File: src/rtl/rxe_ctrl.sv
// rxe_ctrl - receive-path sequencer for the ethernet nibble stream.
//
// Frames packets arriving from the PHY. The preamble and SFD are stripped.
// Post-SFD nibbles are gated to the rx stages (min-length, CRC, MAC filter).
// Once a frame ends, the stage error flags are collected and one status
// record per packet is handed to the rx buffer logic over a valid/ready
// handshake.
//
// Optional feature: define RXE_STATS_EN to build the saturating good/drop
// packet counters. When it is undefined, o_stat_good and o_stat_drop are
// tied to 0.
//
// Ports:
//   i_clk, i_reset            clock, synchronous active-high reset
//   i_ce                      nibble strobe; stream logic advances only when high
//   i_en                      receiver enable, sampled at SFD
//   i_v, i_d                  raw PHY nibble valid / data
//   i_minerr/i_crcerr/i_macerr  rx stage error flags
//   o_cancel                  one-tick abort pulse to all rx stages
//   o_v, o_d                  gated post-SFD nibble stream
//   o_pkt_stb, i_pkt_ready    status record handshake
//   o_pkt_len, o_pkt_err      frame length (bytes), {ALIGN,LONG,CRC|MAC,RUNT}
//   o_busy                    sequencer not idle
//   o_stat_good, o_stat_drop  packet statistics
module rxe_ctrl #(
    parameter int MINNIBBLES = 120,
    parameter int MAXNIBBLES = 3036,
    parameter int LGLEN      = 11,
    parameter int CHKDELAY   = 2
) (
    input  logic             i_clk,
    input  logic             i_reset,
    input  logic             i_ce,
    input  logic             i_en,
    input  logic             i_v,
    input  logic [3:0]       i_d,
    input  logic             i_minerr,
    input  logic             i_crcerr,
    input  logic             i_macerr,
    output logic             o_cancel,
    output logic             o_v,
    output logic [3:0]       o_d,
    output logic             o_pkt_stb,
    input  logic             i_pkt_ready,
    output logic [LGLEN-1:0] o_pkt_len,
    output logic [3:0]       o_pkt_err,
    output logic             o_busy,
    output logic [15:0]      o_stat_good,
    output logic [15:0]      o_stat_drop
);
    localparam int            CW       = $clog2(MAXNIBBLES + 1);
    localparam logic [CW-1:0] MIN_C    = CW'(MINNIBBLES);
    localparam logic [CW-1:0] MAX_C    = CW'(MAXNIBBLES);
    localparam logic [7:0]    CHK_LAST = 8'((CHKDELAY > 0) ? CHKDELAY - 1 : 0);

    typedef enum logic [2:0] {IDLE, PREAMBLE, DATA, CHECK, REPORT, WAITEND} state_t;

    state_t        state;
    logic [CW-1:0] cnt;
    logic [7:0]    chk;
    logic          long_pend;  // LONG record waits for the tail to drain
    logic          overrun;    // a packet started while the record was unaccepted
    logic          v_prev;     // i_v at the previous nibble strobe

    assign o_busy = (state != IDLE);

    always_ff @(posedge i_clk) begin
        if (i_reset) begin
            // A tail still in flight must not be reframed as a new packet.
            state     <= i_v ? WAITEND : IDLE;
            o_cancel  <= 1'b0;
            o_v       <= 1'b0;
            o_d       <= 4'h0;
            o_pkt_stb <= 1'b0;
            o_pkt_len <= '0;
            o_pkt_err <= 4'h0;
            cnt       <= '0;
            chk       <= '0;
            long_pend <= 1'b0;
            overrun   <= 1'b0;
            v_prev    <= 1'b0;
        end else begin
            if (i_ce) begin
                o_cancel <= 1'b0;
                o_v      <= 1'b0;
                v_prev   <= i_v;
            end
            case (state)
                IDLE: if (i_ce && i_v)
                    state <= (i_d == 4'h5) ? PREAMBLE : WAITEND;
                PREAMBLE: if (i_ce) begin
                    if (!i_v)
                        state <= IDLE;
                    else if (i_d == 4'hd) begin
                        state <= i_en ? DATA : WAITEND;
                        cnt   <= '0;
                    end else if (i_d != 4'h5)
                        state <= WAITEND;
                end
                DATA: if (i_ce) begin
                    if (!i_v) begin
                        state <= CHECK;
                        chk   <= '0;
                    end else if ((cnt + CW'(1)) == MAX_C) begin
                        // Too long: abort the stages; this nibble is not forwarded.
                        cnt       <= MAX_C;
                        o_cancel  <= 1'b1;
                        long_pend <= 1'b1;
                        o_pkt_err <= 4'b0100;
                        o_pkt_len <= LGLEN'(MAX_C >> 1);
                        state     <= WAITEND;
                    end else begin
                        cnt <= cnt + CW'(1);
                        o_v <= 1'b1;
                        o_d <= i_d;
                    end
                end
                CHECK: if (i_ce) begin
                    // Stages report their verdicts a few strobes after the frame ends.
                    if (chk == CHK_LAST) begin
                        o_pkt_err <= {cnt[0], 1'b0, i_crcerr | i_macerr,
                                      i_minerr | (cnt < MIN_C)};
                        o_pkt_len <= LGLEN'(cnt >> 1);
                        o_pkt_stb <= 1'b1;
                        overrun   <= 1'b0;
                        state     <= REPORT;
                    end else
                        chk <= chk + 8'd1;
                end
                REPORT: begin
                    if (i_ce && i_v && !v_prev)
                        overrun <= 1'b1;
                    // Handshake is per clock, independent of the nibble strobe.
                    if (i_pkt_ready) begin
                        o_pkt_stb <= 1'b0;
                        overrun   <= 1'b0;
                        state     <= (i_v || overrun) ? WAITEND : IDLE;
                    end
                end
                WAITEND: if (i_ce && !i_v) begin
                    if (long_pend) begin
                        long_pend <= 1'b0;
                        overrun   <= 1'b0;
                        o_pkt_stb <= 1'b1;
                        state     <= REPORT;
                    end else
                        state <= IDLE;
                end
                default: state <= IDLE;
            endcase
        end
    end

`ifdef RXE_STATS_EN
    logic       hs;
    logic [1:0] ndrop;
    logic [16:0] drop_sum;

    assign hs       = o_pkt_stb & i_pkt_ready;
    // A rejected record and an overrun can retire on the same handshake.
    assign ndrop    = {1'b0, hs && (o_pkt_err != 4'h0)} + {1'b0, hs && overrun};
    assign drop_sum = {1'b0, o_stat_drop} + 17'(ndrop);

    always_ff @(posedge i_clk) begin
        if (i_reset) begin
            o_stat_good <= 16'h0;
            o_stat_drop <= 16'h0;
        end else begin
            if (hs && (o_pkt_err == 4'h0) && (o_stat_good != 16'hffff))
                o_stat_good <= o_stat_good + 16'd1;
            o_stat_drop <= drop_sum[16] ? 16'hffff : drop_sum[15:0];
        end
    end
`else
    assign o_stat_good = 16'h0;
    assign o_stat_drop = 16'h0;
`endif
endmodule

File: config.mk
export PLATFORM = sky130hd
export DESIGN_NAME = rxe_ctrl
export DESIGN_NICKNAME = d
export VERILOG_FILES = /design/src/rtl/rxe_ctrl.sv
export SDC_FILE = /design/constraint.sdc
export NUM_CORES = 1
export LEC_CHECK = 0
export ABC_CLOCK_PERIOD_IN_PS = 7000
export BUFFER_PORTS_ARGS = -buffer_cell sky130_fd_sc_hd__buf_2
export CORE_MARGIN = 4
export CORE_UTILIZATION = 57
export CTS_CLUSTER_SIZE = 10
export DETAILED_ROUTE_END_ITERATION = 6
export PLACE_DENSITY = 0.95
export RECOVER_POWER = 25
export SLEW_MARGIN = 20
export SYNTH_ARGS = -nofsm -noshare
export SYNTH_HDL_FRONTEND = slang
export SYNTH_SLANG_ARGS = --single-unit
File: constraint.sdc
create_clock -name i_clk -period 7 [get_ports i_clk]
set_input_delay 0.35 -clock i_clk [delete_from_list [all_inputs] [get_ports i_clk]]
set_output_delay 0.35 -clock i_clk [all_outputs]
set_load 0.01 [all_outputs]
==> results of run 1 <==
sequential cells by signal, summed over array words and instances, names as in the netlist, named ones only:
name	cells
cnt	12
o_pkt_len	11
chk	8
o_d	4
o_pkt_err	4
state	3
long_pend	1
o_pkt_stb	1
overrun	1
v_prev	1
how the worst max path moves through the flow:
stage	startpoint	end	depth (start not counted)
CTS	state[0]$_DFFE_PP_	o_pkt_err[0]$_SDFFE_PP0P_	6
global route	state[0]$_DFFE_PP_	o_pkt_err[0]$_SDFFE_PP0P_	6
detailed placement	state[0]$_DFFE_PP_	o_pkt_err[0]$_SDFFE_PP0P_	6
global placement	state[0]$_DFFE_PP_	o_pkt_err[0]$_SDFFE_PP0P_	6
floorplan	cnt[0]$_SDFFE_PP0P_	state[0]$_DFFE_PP_	7
finish	state[0]$_DFFE_PP_	o_pkt_err[0]$_SDFFE_PP0P_	6
cell type report:
cell class / count / area share, %
multi-input cells: 259 / 51.8
flip-flops and latches: 48 / 35.5
repair buffers: 35 / 5.47
clock buffers: 5 / 2.47
well taps: 52 / 2.33
clock inverters: 3 / 1.48
inverters: 7 / 0.941
critical path, stage by stage, from the launching register on:
cell,delay [ps]
edfxtp_1,630
or2_2,390
nor2_1,190
nand3_1,310
or4_1,840
a21oi_1,260
a211oi_1,60
power groups by stage:
stage / Sequential, W / Clock, W / Combinational [W]
final: 0.000308 / 0.000200 / 0.0000889
after detailed placement: 0.000314 / 0 / 0.0000873
after CTS: 0.000307 / 0.000203 / 0.0000876
after global routing: 0.000311 / 0.000215 / 0.0000986
after floorplan: 0.000298 / 0 / 0.0000942
after global placement: 0.000312 / 0 / 0.0000846
per-layer routing:
layer | GRT usage, % | vias up | part of all wire [%]
met3 | 3.07 | 10 | 7.5
met2 | 29.6 | 108 | 45
met1 | 25.3 | 1052 | 45
met4 | 9.60 | 0 | 2.0
met5 | 0 | - | 0
li1 | - | 1160 | -
cell usage in the layout, fill, tap and decap left out, drive strengths merged, types with 2 or more instances in the layout:
master  Yosys  final
nor3       10     10
a31oi       2      2
nand4       5      5
and3        5      5
inv         7      8
a211oi     14     14
nor2b       6      6
and2        2      2
dfxtp      45     45
a22oi       2      2
nor4bb      2      2
clkbuf     16     23
a311oi      4      4
ha          3      3
o21ai      18     18
nor4        2      2
nor2       46     46
a21oi      29     29
nand2      27     27
or3         8      8
o31ai       2      2
o21bai      3      3
edfxtp      3      3
conb        1     32
buf        36     17
a32oi       3      3
mux2i       4      4
or4         2      2
nand3      12     12
xor2        4      4
nand3b      2      2
per-stage QoR:
step                      area [um^2]  total power (W)
after detailed placement         2700         0.000401
after global placement           2700         0.000397
after floorplan                  2790         0.000392
after CTS                        2810         0.000598
final                            2790         0.000596
after global routing             2790         0.000624
kinds of logic after synthesis:
logic type	after synthesis	share of synthesized area, %
AND/OR/NAND/NOR	133	24.1
AO/OA/AOI/OAI	82	20.9
buffers and inverters	59	13.2
flip-flops	48	37.1
XOR/XNOR	5	1.64
multiplexers	4	1.50
adder cells (fa/ha/maj)	3	1.40
other	1	0.140
==> flow_summary.toml, run 1 <==
[synth]
yosys.cell_types.count = 47
yosysWarnings = 0
synth_area_leader_cell = "dfxtp_1"
netlist_area_um2 = 2670
netlist_top_cells_area = "dfxtp_1 (34%), buf_4 (9.0%), nor2_1 (6.5%), a21oi_1 (5.4%), nand2_1 (3.8%)"
async_reset_ff_share_pct = 0
ys.flop_type = "dfxtp_1"
syn_inst = 335
synth_edf_count = 3
synth-seq-cells = 48
yosysSeqAreaShare_pct = 37.1
yosys-top-cells-count = "nor2_1 (46), dfxtp_1 (45), buf_4 (32)"
yosysMostFrequentCell = "nor2_1"
synth_top_area_share_pct = 33.7
syn_area_per_cell_um2 = 7.98

[power]
ir_worst_vdd_mv = 0.0943
swShare_pct = 28.8
p_sw_w = 0.000172
p_int_w = 0.000424
seqPwrFrac_pct = 51.6
p_leak_nw = 1.06
clock_power_share_pct = 33.5
p_comb_share_pct = 14.9
p_per_area_nw_per_um2 = 214

[cts]
path_clk_slew_ps = 90
clk_latency_ps = 310
htree_num_levels = 2
root_buffer = "clkbuf_8"
cts_resized = 0
holdBufCountCts = 0
numCtsBuffers = 5
postCtsSetupBuffers = 0
clock_path_buffers = 2
clock-sinks = 48
cts_tree = "done"

[place]
hpwl_um = 4050
place_inst = 401
dpl_worst_slack_ps = 4180
place_congestion = 0.857
portBuffers = 35

[hold_path]
worstHoldPathCells = 3
hold-path-endpoint = "o_d[0]$_SDFFE_PP0P_"
worstHoldStart = "i_d[0]"
hold_class = "in2reg"

[timing]
hold_slack_ps = 297
fmax_mhz = 346
fin_crit_sh_pct = 41.3
slew_headroom_pct = -38.3
fin_skew_ps = 5.33
setup_viol = 0
rsz0062_at_grt = "false"
drv_slew = 45
tightestPinTransition_ps = 2070
period_needed_ps = 2890
fin_ws_ps = 4110
hold_violations = 0
fin_tns_setup_ps = 0

[run_status]
violations = "DRC, capacitance limit, slew limit"
outcome = "finished with violations"

[critical_path]
crit_fanout = 20
endpoint_kind = "flip-flop"
critPathRequiredTime_ps = 7100
critPathKind = "reg2reg"
reg2reg_from = "state[0]$_DFFE_PP_"
worst_setup_path_start_kind = "flip-flop"
r2r_cells = 6
worst_ep_arrival_time_ps = 2990
r2r_slack_ps = 4110
r2r-end = "o_pkt_err[0]$_SDFFE_PP0P_"

[floorplanning]
dieArea_um2 = 5850
start_util_pct = 60.2
io_pins = 68
core_area_um2 = 4440
die_w_um = 76.5
chipHeight_um = 76.5
rows = 24

[final_layout]
diodes = 0
area_delta_synth_final_pct = 4.40
instances_no_fill = 409
seq_area_um2 = 991
layout.nets = 372
multi_input_area_um2 = 1450
num-fill-cells = 404
final_util_pct = 62.8
drive_above_1_share_pct = 10.4

[drt]
avgRoutedWirePerCell_um = 13.7
avgViaCountPerCell = 5.70
ant_nets = 0
drtIter0Drc = 256
vias = 2330
drt_pass1_iterations = 7
drcViolationCount = 1
wl_um = 5620

[global_route]
grt_start_max_net_pins = 45
grt_pass1_wl_um = 9110
antenna_found_initial = 0
track_usage_pct = 19.0
grt_pass1_vias = 1990
grt.overflow.total = 0

[job]
max-cap-violations = 1
No activity file was read; power rests on OpenSTA's default activity.
==> inputs of run 2 (changes only) <==
--- a/config.mk
+++ b/config.mk
@@ -5,13 +5,13 @@
 export SDC_FILE = /design/constraint.sdc
 export NUM_CORES = 1
 export LEC_CHECK = 0
-export ABC_CLOCK_PERIOD_IN_PS = 7000
+export ABC_CLOCK_PERIOD_IN_PS = 2820
 export BUFFER_PORTS_ARGS = -buffer_cell sky130_fd_sc_hd__buf_2
 export CORE_MARGIN = 4
-export CORE_UTILIZATION = 57
+export CORE_UTILIZATION = 53
 export CTS_CLUSTER_SIZE = 10
 export DETAILED_ROUTE_END_ITERATION = 6
-export PLACE_DENSITY = 0.95
+export PLACE_DENSITY = 0.92
 export RECOVER_POWER = 25
 export SLEW_MARGIN = 20
 export SYNTH_ARGS = -nofsm -noshare
==> constraint.sdc (replaced) <==
create_clock -name i_clk -period 2.82 [get_ports i_clk]
set_input_delay 0.141 -clock i_clk [delete_from_list [all_inputs] [get_ports i_clk]]
set_output_delay 0.141 -clock i_clk [all_outputs]
set_load 0.01 [all_outputs]
==> run 2 against run 1 <==
Compared with the run above:
- the run ends with capacitance limit, slew limit left
- highest routed layer unchanged
- register-to-register slack worse by 3900 ps
- worst setup slack worse by 3900 ps
- utilization is 2.7 points lower
- critical path depth is 1 higher
- power grew to 2.7 times the previous value
==> flow_summary.toml, run 2 (synthesis results as in run 1) <==
[final_layout]
layout.nets = 380
largest_register_ffs = 12
area_delta_synth_final_pct = 8.38
regMostFlops = "cnt"
top_regs = "cnt x12, o_pkt_len x11, chk x8"
final_util_pct = 60.2
diodes = 0
instances_no_fill = 432
drive_above_1_share_pct = 12.3
final_cell_mix = "nor2_1 (46), dfxtp_1 (45), conb_1 (32)"
num-fill-cells = 440
final_common_cell = "nor2_1"

[timing]
rsz0062_at_grt = "false"
period_needed_ps = 2660
setup_viol = 0
hold_slack_ps = 80.6
fin_tns_setup_ps = 0
hold_violations = 0
fin_skew_ps = 3.87
fmax_mhz = 376
fin_crit_sh_pct = 94.2
tightestPinTransition_ps = 2080
slew_headroom_pct = -38.4
drv_slew = 45

[place]
hpwl_um = 4130
place_congestion = 0.918
place_inst = 424
portBuffers = 35

[cts]
cts_resized = 0
numCtsBuffers = 5
holdBufCountCts = 0
clock-sinks = 48
postCtsSetupBuffers = 0
root_buffer = "clkbuf_8"
clk_latency_ps = 310
htree_num_levels = 2
clock_path_buffers = 2
path_clk_slew_ps = 90
cts_tree = "done"

[critical_path]
critPathKind = "reg2reg"
slowest_delay_ps = 470
endpoint_kind = "flip-flop"
worst_setup_path_start_kind = "flip-flop"
worst_ep_arrival_time_ps = 2660
path_common_cell = "or3_1"
cp_cell_sequence = "ha_1 -> nand3_1 -> or3_1 -> a21o_1 -> or3_1 -> and3_1 -> o21bai_1"
slowest_stage = "dfxtp_1"
critPathRequiredTime_ps = 2820
crit_fanout = 6

[drt]
ant_nets = 0
drtIter0Drc = 264
vias = 2431
wl_um = 5820
avgViaCountPerCell = 5.63
avgRoutedWirePerCell_um = 13.5
drcViolationCount = 0
drt_pass1_iterations = 5

[global_route]
track_usage_pct = 18.9
grt_pass1_wl_um = 9580
grt_start_max_net_pins = 45
grt_pass1_vias = 2091
antenna_found_initial = 0
grt.overflow.total = 0

[floorplanning]
die_w_um = 79.0
core_area_um2 = 4820
rows = 25
chipHeight_um = 79.0
io_pins = 68
start_util_pct = 55.5
dieArea_um2 = 6240

[power]
p_leak_nw = 1.10
ir_worst_vdd_mv = 0.359
p_per_area_nw_per_um2 = 553

[job]
max-cap-violations = 1

[run_status]
violations = "capacitance limit, slew limit"
outcome = "finished with violations"

[hold_path]
hold_class = "in2reg"
-- run 2: per-layer routing --
layer	global-route usage [%]	share of wire, %	wire, um
met1	25.1	42	2430
met2	30.7	46	2700
met3	3.97	10	603
met4	6.19	1.6	91
met5	0	0	0
-- run 2: worst paths after layout --
kind	from	endpoint	slack, ps	depth (start not counted)
hold / removal	i_d[0]	o_d[0]$_SDFFE_PP0P_	80	3
hold reg to reg	o_pkt_err[2]$_SDFFE_PP0P_	o_pkt_err[2]$_SDFFE_PP0P_	470	2
setup / recovery	cnt[0]$_SDFFE_PP0P_	state[2]$_DFFE_PP_	160	7
setup reg to reg	cnt[0]$_SDFFE_PP0P_	state[2]$_DFFE_PP_	160	7
-- run 2: layout make-up --
type	instances	area (um^2)	share of cell area (%)
sequential	48	991	34.2
clock inverter	3	68.8	2.37
multi-input combinational	259	1450	49.9
clock buffer	5	68.8	2.37
tap	67	83.8	2.89
inverter	7	26.3	0.907
timing repair buffer	43	213	7.34
-- run 2: through the flow --
step,worst slack (ps),instance area [um^2],total power [W]
floorplan,475,2790,0.000974
global placement,380,2780,0.00100
detailed placement,247,2780,0.00101
CTS,216,2920,0.00161
global route,49.9,2900,0.00168
finish,163,2900,0.00160
-- run 2: critical path, delay by kind of cell (launching register included) --
| kind | cells | cell delay [ps] |
|---|---|---|
| adder cells (fa/ha/maj) | 1 | 260 |
| AND/OR/NAND/NOR | 4 | 1170 |
| AO/OA/AOI/OAI | 2 | 450 |
| flip-flops | 1 | 470 |
-- run 2: report_power, final --
| group | leakage (nW) | switching [W] | internal, W |
|---|---|---|---|
| Clock | 0.0687 | 0.000248 | 0.000357 |
| Combinational | 0.641 | 0.000174 | 0.0000911 |
| Sequential | 0.394 | 0.0000200 | 0.000712 |
